==> config.mk <==
export PLATFORM = sky130hd
export DESIGN_NAME = jtag_reg_bank
export DESIGN_NICKNAME = d
export VERILOG_FILES = /design/src/rtl/jtag_pkg.sv /design/src/rtl/jtag_shift_reg.sv /design/src/rtl/jtag_reg_bank.sv
export SDC_FILE = /design/constraint.sdc
export NUM_CORES = 1
export LEC_CHECK = 0
export CORE_MARGIN = 4
export CORE_UTILIZATION = 50
export CTS_CLUSTER_DIAMETER = 100
export DETAILED_ROUTE_END_ITERATION = 16
export PLACE_DENSITY = 0.7
export SYNTH_ARGS = -nofsm -noshare
export SYNTH_HDL_FRONTEND = slang
export SYNTH_SLANG_ARGS = --single-unit
==> constraint.sdc <==
create_clock -name clk -period 2.55 [get_ports clk]
set_clock_uncertainty 0.2 [all_clocks]
set_input_delay 0.255 -clock clk [delete_from_list [all_inputs] [get_ports clk]]
set_output_delay 0.255 -clock clk [all_outputs]
set_load 0.05 [all_outputs]
==> src/rtl/jtag_pkg.sv <==
// rtl/jtag_pkg.sv - TAP state codes, opcodes and IR capture pattern for the JTAG register bank
package jtag_pkg;

    localparam logic [3:0] TAP_TLR    = 4'd0;
    localparam logic [3:0] TAP_RTI    = 4'd1;
    localparam logic [3:0] TAP_SEL_DR = 4'd2;
    localparam logic [3:0] TAP_CAP_DR = 4'd3;
    localparam logic [3:0] TAP_SH_DR  = 4'd4;
    localparam logic [3:0] TAP_EX1_DR = 4'd5;
    localparam logic [3:0] TAP_PAU_DR = 4'd6;
    localparam logic [3:0] TAP_EX2_DR = 4'd7;
    localparam logic [3:0] TAP_UPD_DR = 4'd8;
    localparam logic [3:0] TAP_SEL_IR = 4'd9;
    localparam logic [3:0] TAP_CAP_IR = 4'd10;
    localparam logic [3:0] TAP_SH_IR  = 4'd11;
    localparam logic [3:0] TAP_EX1_IR = 4'd12;
    localparam logic [3:0] TAP_PAU_IR = 4'd13;
    localparam logic [3:0] TAP_EX2_IR = 4'd14;
    localparam logic [3:0] TAP_UPD_IR = 4'd15;

    localparam logic [3:0] OP_IDCODE = 4'b0001;
    localparam logic [3:0] OP_USER   = 4'b0010;
    localparam logic [3:0] OP_BYPASS = 4'b1111;

    // Zero-extended to IR_W when loaded into the IR shift register.
    localparam logic [1:0] IR_CAPTURE = 2'b01;

    typedef enum logic [1:0] {
        DR_BYPASS = 2'd0,
        DR_IDCODE = 2'd1,
        DR_USER   = 2'd2
    } dr_sel_e;

endpackage

==> src/rtl/jtag_shift_reg.sv <==
// rtl/jtag_shift_reg.sv - capture/shift/hold cell shifting right with sin entering the MSB
module jtag_shift_reg #(
    parameter int W = 8
) (
    input  logic         clk,
    input  logic         rst_n,
    input  logic         cap_en,
    input  logic         shift_en,
    input  logic [W-1:0] cap_val,
    input  logic         sin,
    output logic [W-1:0] q,
    output logic         sout
);

    logic [W-1:0] q_q;
    logic [W-1:0] q_d;
    logic [W-1:0] shifted;

    generate
        if (W == 1) begin : g_one
            assign shifted = sin;
        end else begin : g_multi
            assign shifted = {sin, q_q[W-1:1]};
        end
    endgenerate

    always_comb begin
        q_d = q_q;
        if (cap_en) begin
            q_d = cap_val;
        end else if (shift_en) begin
            q_d = shifted;
        end
    end

    always_ff @(posedge clk or negedge rst_n) begin
        if (!rst_n) begin
            q_q <= '0;
        end else begin
            q_q <= q_d;
        end
    end

    assign q    = q_q;
    assign sout = q_q[0];

endmodule

==> src/rtl/jtag_reg_bank.sv <==
// rtl/jtag_reg_bank.sv - JTAG instruction register and IDCODE/BYPASS/USER data register bank
module jtag_reg_bank
    import jtag_pkg::*;
#(
    parameter int          IR_W       = 4,
    parameter int          DR_W       = 8,
    parameter logic [31:0] IDCODE_VAL = 32'h1000_0001
) (
    input  logic            clk,
    input  logic            TRST_n,
    input  logic [3:0]      tap_state,
    input  logic            TDI,
    output logic            TDO,
    output logic            tdo_en,
    output logic [IR_W-1:0] ir_out,
    input  logic [DR_W-1:0] user_dr_in,
    output logic [DR_W-1:0] user_dr_out,
    output logic            user_update
);

    logic [IR_W-1:0] ir_q;
    logic [IR_W-1:0] ir_d;
    logic [DR_W-1:0] usr_upd_q;
    logic [DR_W-1:0] usr_upd_d;
    logic            user_update_q;
    logic            user_update_d;

    dr_sel_e         dr_sel;
    logic            ir_cap_en;
    logic            ir_shift_en;
    logic            id_cap_en;
    logic            id_shift_en;
    logic            byp_cap_en;
    logic            byp_shift_en;
    logic            usr_cap_en;
    logic            usr_shift_en;
    logic            usr_fire;

    logic [IR_W-1:0] ir_shift_q;
    logic            ir_sout;
    logic [31:0]     id_q_unused;
    logic            id_sout;
    logic [0:0]      byp_q_unused;
    logic            byp_sout;
    logic [DR_W-1:0] usr_shift_q;
    logic            usr_sout;

    // The DR selection only follows ir_q, which is stable for a whole DR scan.
    always_comb begin
        dr_sel = DR_BYPASS;
        if (ir_q == IR_W'(OP_IDCODE)) begin
            dr_sel = DR_IDCODE;
        end else if (ir_q == IR_W'(OP_USER)) begin
            dr_sel = DR_USER;
        end
    end

    always_comb begin
        ir_cap_en    = (tap_state == TAP_CAP_IR);
        ir_shift_en  = (tap_state == TAP_SH_IR);
        id_cap_en    = (tap_state == TAP_CAP_DR) && (dr_sel == DR_IDCODE);
        id_shift_en  = (tap_state == TAP_SH_DR)  && (dr_sel == DR_IDCODE);
        byp_cap_en   = (tap_state == TAP_CAP_DR) && (dr_sel == DR_BYPASS);
        byp_shift_en = (tap_state == TAP_SH_DR)  && (dr_sel == DR_BYPASS);
        usr_cap_en   = (tap_state == TAP_CAP_DR) && (dr_sel == DR_USER);
        usr_shift_en = (tap_state == TAP_SH_DR)  && (dr_sel == DR_USER);
        usr_fire     = (tap_state == TAP_UPD_DR) && (dr_sel == DR_USER);
    end

    always_comb begin
        ir_d = ir_q;
        if (tap_state == TAP_TLR) begin
            ir_d = IR_W'(OP_IDCODE);
        end else if (tap_state == TAP_UPD_IR) begin
            ir_d = ir_shift_q;
        end
    end

    always_comb begin
        usr_upd_d     = usr_upd_q;
        user_update_d = 1'b0;
        if (usr_fire) begin
            usr_upd_d     = usr_shift_q;
            user_update_d = 1'b1;
        end
    end

    always_ff @(posedge clk or negedge TRST_n) begin
        if (!TRST_n) begin
            ir_q          <= IR_W'(OP_IDCODE);
            usr_upd_q     <= '0;
            user_update_q <= 1'b0;
        end else begin
            ir_q          <= ir_d;
            usr_upd_q     <= usr_upd_d;
            user_update_q <= user_update_d;
        end
    end

    jtag_shift_reg #(.W(IR_W)) u_ir_shift (
        .clk      (clk),
        .rst_n    (TRST_n),
        .cap_en   (ir_cap_en),
        .shift_en (ir_shift_en),
        .cap_val  (IR_W'(IR_CAPTURE)),
        .sin      (TDI),
        .q        (ir_shift_q),
        .sout     (ir_sout)
    );

    jtag_shift_reg #(.W(32)) u_id_shift (
        .clk      (clk),
        .rst_n    (TRST_n),
        .cap_en   (id_cap_en),
        .shift_en (id_shift_en),
        .cap_val  (IDCODE_VAL),
        .sin      (TDI),
        .q        (id_q_unused),
        .sout     (id_sout)
    );

    jtag_shift_reg #(.W(1)) u_byp_shift (
        .clk      (clk),
        .rst_n    (TRST_n),
        .cap_en   (byp_cap_en),
        .shift_en (byp_shift_en),
        .cap_val  (1'b0),
        .sin      (TDI),
        .q        (byp_q_unused),
        .sout     (byp_sout)
    );

    jtag_shift_reg #(.W(DR_W)) u_usr_shift (
        .clk      (clk),
        .rst_n    (TRST_n),
        .cap_en   (usr_cap_en),
        .shift_en (usr_shift_en),
        .cap_val  (user_dr_in),
        .sin      (TDI),
        .q        (usr_shift_q),
        .sout     (usr_sout)
    );

    always_comb begin
        TDO = 1'b0;
        if (tap_state == TAP_SH_IR) begin
            TDO = ir_sout;
        end else if (tap_state == TAP_SH_DR) begin
            case (dr_sel)
                DR_IDCODE: TDO = id_sout;
                DR_USER:   TDO = usr_sout;
                default:   TDO = byp_sout;
            endcase
        end
    end

    assign tdo_en      = (tap_state == TAP_SH_DR) || (tap_state == TAP_SH_IR);
    assign ir_out      = ir_q;
    assign user_dr_out = usr_upd_q;
    assign user_update = user_update_q;

endmodule

### Yosys cells after proc, flatten, opt, wreduce, memory -nomap -nowiden

Index checks and enable logic that the tools add are counted.

| storage, ports and cells | value |
|---|---|
| latch bits | 0 |
| bits of input ports | 15 |
| memories kept | 0 |
| flip-flop bits (word level) | 58 |
| RAM bits | 0 |
| memory bits (read-only) | 0 |
| output and inout port bits | 15 |

| operators by class | value |
|---|---|
| $lt $le $gt $ge | 0 |
| $mul | 0 |
| divide/modulo/power cells | 0 |
| equality and inequality tests | 10 |
| add/subtract/negate cells | 0 |
| mux-type cells | 16 |
| shifts and indexed selects | 0 |
| bitwise logic cells | 0 |
| reduce and logical (&&, ||, !) cells | 15 |

Operator list:

| kind | count |
|---|---|
| two-way mux 32 bit | 2 |
| == test 4 bit (second input constant) | 4 |
| two-way mux 4 bit | 4 |
| two-way mux 8 bit | 2 |
| nonzero test 2 bit | 5 |
| == test 4 x 2 -> 1 bit (second input constant) | 2 |
| logical AND 1 bit | 7 |
| two-way mux 1 bit | 5 |
| == test 4 x 1 -> 1 bit (second input constant) | 1 |
| == test 4 x 3 -> 1 bit (second input constant) | 1 |
| logical NOT 4 bit | 1 |
| two-way mux 2 bit | 2 |
| == test 2 x 1 -> 1 bit (second input constant) | 1 |
| == test 2 bit (second input constant) | 1 |
| logical NOT 2 bit | 1 |
| case mux 1 bit (2 select lines) | 1 |
| logical OR 1 bit | 1 |

### Logic depth before layout (Yosys ltp)

| depth | value |
|---|---|
| depth in word-level cells | 7 |
| mapped depth | 7 |

### Hierarchy

From an unflattened synthesis, not the netlist that was laid out.

| unflattened totals | value |
|---|---|
| cells, all modules | 266 |
| area total of the unflattened synthesis | 2877.8 um^2 |

Modules (own cells, without submodules):

| module | instances | area each (um^2) | cells an instance |
|---|---|---|---|
| jtag_shift_reg (u_id_shift) | 1 | 1522.7 | 140 |
| jtag_reg_bank | 1 | 729.4 | 68 |
| jtag_shift_reg (u_usr_shift) | 1 | 380.4 | 35 |
| jtag_shift_reg (u_ir_shift) | 1 | 193.9 | 18 |
| jtag_shift_reg (u_byp_shift) | 1 | 51.3 | 5 |

### Least setup slack after synthesis

OpenSTA, ideal clock, no wires.

| path | value |
|---|---|
| kind | register to register |
| start | register ir_q[1], in the netlist ir_out[1] |
| end | register usr_upd_q[0], in the netlist user_dr_out[0] |
| path slack | -57 ps |
| data arrival time | 2279 ps |
| clock period less this slack | 2607 ps |
| setup time | 128 ps |
| data required time | 2222 ps |
| cell stages (with the launch flop) | 6 |
| buffers on the path | 2 |
| cells stage by stage | dfrtp_1 -> buf_2 -> or4b_1 -> or4_1 -> buf_2 -> mux2_1 |

| between the ends | value |
|---|---|
| word-level cells in the longest chain between the ends | 5 |
| elaborated cells between the ends (all ways) | 6 |
| classes of those cells | 3 x eq/ne; 2 x mux; 1 x reduce/logical |

RTL lines:

| what | line | RTL |
|---|---|---|
| start: declaration | jtag_reg_bank.sv:21 | `logic [IR_W-1:0] ir_q;` |
| start signal: assignment | jtag_reg_bank.sv:90 | `ir_q <= IR_W'(OP_IDCODE);` |
| start signal: assignment | jtag_reg_bank.sv:94 | `ir_q <= ir_d;` |
| == test 4 x 2 -> 1 bit | jtag_reg_bank.sv:53 | `end else if (ir_q == IR_W'(OP_USER)) begin` |
| two-way mux 2 bit | jtag_reg_bank.sv:53 |  |
| two-way mux 2 bit (*) | jtag_reg_bank.sv:51 | `if (ir_q == IR_W'(OP_IDCODE)) begin` |
| == test 2 bit (*) | jtag_reg_bank.sv:67 | `usr_fire = (tap_state == TAP_UPD_DR) && (dr_sel == DR_USER);` |
| logical AND 1 bit (*) | jtag_reg_bank.sv:67 |  |
| end signal: assignment | jtag_reg_bank.sv:95 | `usr_upd_q <= usr_upd_d;` |
| end: declaration | jtag_reg_bank.sv:23 | `logic [DR_W-1:0] usr_upd_q;` |

Every way passes the cells marked *; elsewhere a longest branch is shown, timed or not.
A chain may end at the register's enable or synchronous reset.

### Worst setup path in the final report

| path | value |
|---|---|
| start | input tap_state[0] |
| end | output TDO |

| between the ends | value |
|---|---|
| word-level cells in the longest chain between the ends | 3 |
| elaborated cells between the ends (all ways) | 4 |
| classes of those cells | 2 x eq/ne; 2 x mux |

RTL lines:

| what | line | RTL |
|---|---|---|
| start: declaration | jtag_reg_bank.sv:11 | `input logic [3:0] tap_state,` |
| == test 4 x 3 -> 1 bit | jtag_reg_bank.sv:148 | `end else if (tap_state == TAP_SH_DR) begin` |
| two-way mux 1 bit | jtag_reg_bank.sv:148 |  |
| two-way mux 1 bit (*) | jtag_reg_bank.sv:146 | `if (tap_state == TAP_SH_IR) begin` |
| end: declaration | jtag_reg_bank.sv:13 | `output logic TDO,` |

Marks and branches as above.

==> impl_results.md <==
- Status: completed
- Register bit total from synthesis: a little under 60
- Type of the worst setup path: in -> out
- 1st-iter DRT viols: slightly above 80
- Max_cap viols: 0
- Syn. warnings: 0
- Chip Width: slightly above 80 um
- PostCTS Resize Cnt: 0
- Grt ovf: 0
- Share of cells above drive strength 1: between 20% and 30%
- Worst-Margin Slew: around 520 ps
- Antenna violations before repair: 0
- Postcts setup bufs: 0
- Setup tns final: 0 ps
- Critical Path End Type: primary output
- Setup crit start kind: input port
- Post-synthesis sequential area ratio: 54.2%
- RSZ-0062 raised after global routing: false
- Routed Wire Length: ~4800 um
- Critical Path Fanout Max: 4
- Netlist Area Pre-Place: around 2700 um2
- Syn-to-layout area delta: 24.7%
- Final setup fails: 0
- GRT Util Overall: 16.5%
- DRC errors left: 0
- CTS tree: built
- Worst hold path class: in -> async
- CTS Sinks: a little under 60
- Fill count: 450
- Util after Layout: around two thirds
- Num CTS Buffers: 9
- Via count: approximately 1800
- Average wire per standard cell: 13.5 um
- Die Area: 6590 um2
- Fin crit share: between 90% and 100%
- Power Dens Cells: roughly 800 nW/um2
- Fin crit period: 2470 ps
- CP arrival: about 2000 ps
- Core box area: ~5100 um2
- Initial Utilization: 52.1%
- Maximum vdd drop: roughly 0.00038 V
- Worst Path Required: 2100 ps
- Pin count of the biggest net entering global routing: 42
- Clock transition at path regs: 70 ps
- First-pass GRT wire length: 8180 um
- Mapped Cells: about 240
- Drt pass-1 iters: 4
- Pleak: approximately 1.7 nW
- Pins over their slew limit: 0
- # diodes: 0
- HPWL Detailed: around 3300 um
- FMAX: about 400 MHz
- Die Ht: just over 80 um
- Clock Tree Buf Depth: 2
- H-tree levels: 3
- Max-slew headroom: approximately two thirds
- Num rows: 26
- Net Count, Synth: between 200 and 300
- Avg Cell Area, Syn: 11.2 um2
- Count of different cell masters after synthesis: 36
- Hold Vio Cnt, Final: 0
- Vias in the first global route: about 1800
- CTS Hold Bufs: 1
- IO Count: 30
- Antenna-violating nets left: 0
- Layout net count: 295
- Clock root cell: clkbuf_8
- Port Buffers: 29
- GP Congestion: 0.816
- Clock Latency Late Sink: around 330 ps
- Vias per inst: 4.99
-- flip-flops by register name, summed over array words and instances (netlist names) --
register	count
u_id_shift.q	32
u_usr_shift.q	8
user_dr_out	8
ir_out	4
u_ir_shift.q	4
u_byp_shift.q	1
user_update	1
-- per-stage QoR --
step | hold slack, ps | power [W] | cell area, um2 | worst slack [ps] | instances
floorplan | -241 | 0.00169 | 2680 | 83.4 | 239
global placement | -29.9 | 0.00183 | 3130 | 85.7 | 338
detailed placement | -28.2 | 0.00186 | 3130 | 60.3 | 338
CTS | 147 | 0.00271 | 3340 | 69.4 | 355
global route | 158 | 0.00287 | 3340 | 16.0 | 355
finish | 142 | 0.00267 | 3340 | 81.5 | 355
-- critical path, stage by stage --
cell,delay (ps)
clkdlybuf4s50_1,420
or4b_1,590
buf_4,190
a211oi_1,190
a311o_1,210
buf_12,150
-- final cells by class --
cell class | count | area [um2] | share of cell area [%]
Inverter | 32 | 120 | 3.60
Clock buffer | 11 | 141 | 4.23
Multi-Input combinational cell | 135 | 1040 | 31.1
Sequential cell | 58 | 1450 | 43.5
Tap cell | 70 | 87.6 | 2.62
Timing Repair Buffer | 44 | 445 | 13.3
Clock inverter | 5 | 53.8 | 1.61
-- Yosys cell counts (all sizes together) --
master / number / area [um2]
or4b: 2 / 20.0
nand4bb: 1 / 11.3
mux2i: 29 / 290
nand4: 1 / 6.26
o21ai: 4 / 20.0
nand2: 38 / 143
clkbuf: 3 / 11.3
a21oi: 6 / 33.8
or4: 1 / 7.51
nand2b: 1 / 6.26
nor3b: 1 / 7.51
a2111oi: 1 / 27.5
a311o: 1 / 10.0
buf: 11 / 62.6
or2: 3 / 18.8
dfrtp: 57 / 1430
nand3b: 3 / 22.5
xnor2: 1 / 8.76
nor4b: 1 / 8.76
and3: 1 / 6.26
or3: 1 / 6.26
a32o: 1 / 10.0
o22ai: 4 / 25.0
and2: 1 / 6.26
nor3: 1 / 5.00
dfstp: 1 / 26.3
o2bb2ai: 1 / 8.76
mux2: 27 / 304
nor2: 3 / 11.3
inv: 32 / 120
a211oi: 1 / 7.51
-- cell families after synthesis --
group | after synthesis | share of synthesized area (%)
and+or+nand+nor | 59 | 10.7
DFF | 58 | 54.2
muxes | 56 | 22.2
buffers and inverters | 46 | 7.24
AOI/OAI and AO/OA | 19 | 5.32
xor gates and xnor gates | 1 | 0.327
-- power by group --
| part | internal [W] | switching (W) | total (W) | leakage [nW] |
|---|---|---|---|---|
| logic | 0.000250 | 0.000275 | 0.000524 | 0.866 |
| registers | 0.00118 | 0.000134 | 0.00131 | 0.698 |
| clock network | 0.000474 | 0.000356 | 0.000830 | 0.103 |
| total | 0.00190 | 0.000764 | 0.00267 | 1.67 |
-- metal layers --
layer / GRT usage, % / up-vias / share of wire, %
met3: 4.88 / 10 / 4.5
li1: - / 884 / -
met1: 21.4 / 843 / 48
met5: 0 / - / 0
met2: 25.0 / 34 / 45
met4: 8.61 / 0 / 2.2
-- path summary, 6_finish.rpt --
path / startpoint / end / slack [ps] / cells after the start
worst max-delay path: tap_state[0] / TDO / 80 / 6
worst min-delay path: TRST_n / user_dr_out[7] / 140 / 2
worst max register to register: ir_out[3] / user_dr_out[0] / 200 / 4
worst min register to register: u_id_shift.q[28] / u_id_shift.q[28] / 290 / 1
max in group asynchronous: TRST_n / u_id_shift.q[22] / 1400 / 3
min in group clk: u_id_shift.q[28] / u_id_shift.q[28] / 290 / 1
-- cell usage in the layout, fill, tap and decap left out, types with 4 or more instances in the layout --
| cell | netlist | final |
|---|---|---|
| clkdlybuf4s50_1 | 0 | 26 |
| mux2i_1 | 29 | 29 |
| a21oi_1 | 5 | 5 |
| o21ai_0 | 4 | 4 |
| inv_1 | 32 | 32 |
| nand2_1 | 38 | 38 |
| buf_4 | 2 | 12 |
| mux2_2 | 21 | 21 |
| o22ai_1 | 4 | 4 |
| mux2_1 | 6 | 6 |
| clkbuf_8 | 0 | 10 |
| buf_12 | 0 | 4 |
| dfrtp_1 | 57 | 56 |
Power figures use the tool's default switching activity.
==> patch 1: new RTL, config.mk and constraints unchanged <==
Add an input register stage for `TDI` and `user_dr_in`; this delays them by one clock. The other inputs are not delayed to match.
--- a/src/rtl/jtag_reg_bank.sv
+++ b/src/rtl/jtag_reg_bank.sv
@@ -17,6 +17,14 @@
     output logic [DR_W-1:0] user_dr_out,
     output logic            user_update
 );
+
+    logic TDI_q;
+    logic [DR_W-1:0] user_dr_q;
+
+    always_ff @(posedge clk) begin
+        TDI_q     <= TDI;
+        user_dr_q <= user_dr_in;
+    end
 
     logic [IR_W-1:0] ir_q;
     logic [IR_W-1:0] ir_d;
@@ -103,7 +111,7 @@
         .cap_en   (ir_cap_en),
         .shift_en (ir_shift_en),
         .cap_val  (IR_W'(IR_CAPTURE)),
-        .sin      (TDI),
+        .sin      (TDI_q),
         .q        (ir_shift_q),
         .sout     (ir_sout)
     );
@@ -114,7 +122,7 @@
         .cap_en   (id_cap_en),
         .shift_en (id_shift_en),
         .cap_val  (IDCODE_VAL),
-        .sin      (TDI),
+        .sin      (TDI_q),
         .q        (id_q_unused),
         .sout     (id_sout)
     );
@@ -125,7 +133,7 @@
         .cap_en   (byp_cap_en),
         .shift_en (byp_shift_en),
         .cap_val  (1'b0),
-        .sin      (TDI),
+        .sin      (TDI_q),
         .q        (byp_q_unused),
         .sout     (byp_sout)
     );
@@ -135,8 +143,8 @@
         .rst_n    (TRST_n),
         .cap_en   (usr_cap_en),
         .shift_en (usr_shift_en),
-        .cap_val  (user_dr_in),
-        .sin      (TDI),
+        .cap_val  (user_dr_q),
+        .sin      (TDI_q),
         .q        (usr_shift_q),
         .sout     (usr_sout)
     );
Function: changed (a bounded check fails within 4 cycles, from zero or initial values and one cycle with TRST_n low).
==> patch 1 against the original RTL <==
  * Clock power up 6.7%
  * Synthesized cell count grew 3.8%
  * Total power increased by 7.9%
  * Routed wire length increased by 5.9%
  * Design area rose by 7.2%
  * Setup slack better by 0.043 ns
  * Synthesized area rose by 6.7%
  * Non-clock buffer count rose by 3
  * Sequential cell count up 9
  * Worst hold slack gained 0.014 ns
==> patch 1: results (changes against the original RTL) <==
stage,metric,value,unit,change
yosys,Area contributors post-synth,"dfrtp_1 (50%), mux2i_1 (10%), mux2_2 (8.3%)",,"was dfrtp_1 (53%), mux2i_1 (11%), mux2_2 (8.8%)"
yosys,post-synthesis sequential area ratio,57.1,%,was 54.2%
grt,vias in the first global route,1957,,was 1785
outcome,run status,completed,,unchanged
power_and_ir_drop,Pleak,0.00176,µW,was 0.00167 µW
layout,"non-filler cells, final",369,,was 355
placed_design,gpl congestion,0.772,,was 0.816
yosys,Synth Instances,248,,was 239
grt,pin count of the biggest net entering global routing,36,,was 42
yosys,Synth cell types,37,,was 36
clock_network,Resize count post-CTS,1,,was 0
detailed_routing,wire length on met3,183,µm,was 215 µm
critical_path,slowest cell delay on critical path,0.51,ns,was 0.59 ns
power_and_ir_drop,Max IR drop VDD,413,µV,was 383 µV
critical_path,worst reg2reg path startpoint,ir_out[0],,was ir_out[3]
placed_design,DP Cell Count,352,,was 338
placed_design,Final HPWL DP,3.46,mm,was 3.27 mm
detailed_routing,Vias/cell,5.05,,was 4.99
critical_path,CP arrival,1.97,ns,was 2.01 ns
placed_design,"Cell Area, Placed",3360,µm²,was 3130 µm²
timing,worst hold margin,0.156,ns,was 0.142 ns
hold_path,Hold Crit Class,in -> reg,,was in -> async
detailed_routing,DR WL met2,2.26,mm,was 2.16 mm
grt,first-pass GRT wire length,9.15,mm,was 8.18 mm
timing,worst slew pin tran,0.511,ns,was 0.516 ns
grt,Global Route Usage Sum,16.2,%,was 16.5%
detailed_routing,Metal-1 WL,2.54,mm,was 2.32 mm
grt,GRT met3 Usage,4.24,%,was 4.88%
layout,layout cells sized above 1,22.2,%,was 21.4%
critical_path,"Slowest-stage cell, CP",clkdlybuf4s50_1,,was or4b_1
layout,Final nets,307,,was 295
detailed_routing,routed wire length,5.08,mm,was 4.79 mm
critical_path,reg-to-reg endpoint,user_dr_out[1],,was user_dr_out[0]
grt,grt met2 use,23.6,%,was 25.0%
## patch 1: cell count changes in the layout (fill, tap and decap cells not counted), moves of 2 or more
cell | before | now
clkinvlp_4 | 0 | 2
dfxtp_1 | 0 | 9
clkinv_2 | 3 | 1
buf_12 | 4 | 6
inv_6 | 0 | 2
## patch 1: cell type report
| cell class | count | area, µm² |
|---|---|---|
| timing repair buffer | 47 | 493 |
| fill | 451 | 1960 |
| multi-input combinational | 135 | 1040 |
| tap | 72 | 90.1 |
| sequential | 67 | 1630 |
| clock buffer | 9 | 124 |
| inverter | 32 | 120 |
| clock inverter | 7 | 76.3 |
## patch 1: cell families after synthesis
kind of cell              count (synthesis)  synth area share, %
DFF                                      67                 57.1
and+or+nand+nor                          59                 10.0
xor gates and xnor gates                  1                0.306
AOI/OAI and AO/OA                        19                 4.99
muxes                                    56                 20.8
buffers and inverters                    46                 6.78
## patch 1: where the power goes
part,switching [µW],internal (µW)
Combinational,278,256
Clock,428,458
Sequential,133,1330
==> patch 2: new RTL, same flow settings <==
Made on the original files. Change the parameter `IR_W` from 4 to 6.
--- a/src/rtl/jtag_reg_bank.sv
+++ b/src/rtl/jtag_reg_bank.sv
@@ -2,7 +2,7 @@
 module jtag_reg_bank
     import jtag_pkg::*;
 #(
-    parameter int          IR_W       = 4,
+    parameter int          IR_W       = 6,
     parameter int          DR_W       = 8,
     parameter logic [31:0] IDCODE_VAL = 32'h1000_0001
 ) (
Interface: changed (resized ir_out); port bits go from 30 to 32. No check against the original RTL was run, so the function may have changed too.
==> patch 2 against the original RTL <==
  * Count of clock-buffer cells in the layout is 2 lower
  * Design area is 6.2% higher
  * Sequential cell count is 4 higher
  * Total power is 8.3% higher
  * Setup slack better by 0.0020 ns
  * Via count is 7.6% higher
  * Routed wire length is 5.6% higher
  * Synthesized area is 5.8% higher
  * Largest cell class unchanged
==> patch 2: results (changes against the original RTL) <==
stage,metric,value,unit,change
detailed_routing,1st-iter DRT viols,52,,was 82
critical_path,Critical Path Start,ir_out[5],,was tap_state[0]
placed_design,Port Buffers,31,,was 29
yosys,Synth cell types,38,,was 36
power_and_ir_drop,switching share of power,27.7,%,was 28.6%
yosys,top post-synthesis cells by count,"dfrtp_1 (61), mux2_2 (28), nand2_1 (27), nor2_1 (21), inv_1 (20)",,"was dfrtp_1 (57), nand2_1 (38), inv_1 (32), mux2i_1 (29), mux2_2 (21)"
grt,met1 usage,21.1,%,was 21.4%
timing,worst hold margin,0.289,ns,was 0.142 ns
hold_path,Hold Crit Class,reg -> reg,,was in -> async
layout,layout cells sized above 1,23.1,%,was 21.4%
detailed_routing,Metal-1 WL,2.47,mm,was 2.32 mm
placed_design,Final HPWL DP,3.33,mm,was 3.27 mm
detailed_routing,wire length on met3,199,µm,was 215 µm
yosys,post-synthesis sequential area ratio,54.8,%,was 54.2%
placed_design,"Cell Area, Placed",3320,µm²,was 3130 µm²
outcome,run status,completed,,unchanged
critical_path,crit-path max FO,5,,was 4
placed_design,gpl congestion,0.808,,was 0.816
grt,first-pass GRT wire length,9.11,mm,was 8.18 mm
timing,worst slew pin tran,0.770,ns,was 0.516 ns
yosys,Area contributors post-synth,"dfrtp_1 (54%), mux2_2 (11%), mux2i_1 (6.0%)",,"was dfrtp_1 (53%), mux2i_1 (11%), mux2_2 (8.8%)"
power_and_ir_drop,Pleak,0.00165,µW,was 0.00167 µW
yosys,"Net Count, Synth",263,,was 254
grt,grt met2 use,25.2,%,was 25.0%
grt,GRT met3 Usage,5.75,%,was 4.88%
hold_path,Hold Path Depth,1,,
critical_path,R2R setup slack,0.30,ns,was 0.20 ns
patch 2: cell count changes after synthesis, moves of 7 or more:
cell      before  now
nand2_1       38   27
nor2_1         3   21
clkbuf_1       3   10
inv_1         32   20
mux2_2        21   28
mux2i_1       29   17
patch 2: logic make-up (layout without fill, tap and decap cells):
| kind of cell | Yosys count | in the layout | synth area share, % |
|---|---|---|---|
| AO/OA/AOI/OAI | 25 | 25 | 6.27 |
| AND/OR/NAND/NOR | 67 | 67 | 11.5 |
| flip-flops | 62 | 62 | 54.8 |
| buffers and inverters | 37 | 84 | 5.69 |
| XOR/XNOR | 1 | 1 | 0.309 |
| multiplexers | 56 | 56 | 21.5 |
patch 2: power groups by stage:
stage                     clock network [µW]  logic [µW]  registers [µW]
after floorplan                            0         416            1380
after global placement                     0         563            1380
after detailed placement                   0         588            1390
after CTS                                972         591            1370
after global routing                    1030         672            1410
final                                    945         577            1370
patch 2: area by class of cell:
| type | instances | area [µm²] | share of cell area (%) |
|---|---|---|---|
| Clock inverter | 7 | 97.6 | 2.75 |
| Tap cell | 72 | 90.1 | 2.54 |
| Sequential cell | 62 | 1550 | 43.8 |
| Timing Repair Buffer | 48 | 480 | 13.5 |
| Inverter | 20 | 75.1 | 2.12 |
| Clock buffer | 9 | 124 | 3.49 |
| Multi-Input combinational cell | 149 | 1130 | 31.8 |
patch 2: critical path, cell delays in order (launching register included):
cell and delay (ns):
dfrtp_1 0.42, or4_1 0.63, a211oi_1 0.25, a311o_1 0.22, buf_12 0.16
patch 2: stage by stage:
step                      std cells  setup slack, ns
after floorplan                 248            0.136
after global placement          350           0.0400
after detailed placement        350           0.0165
after CTS                       367           0.0543
after global routing            367          0.00819
final                           367           0.0835
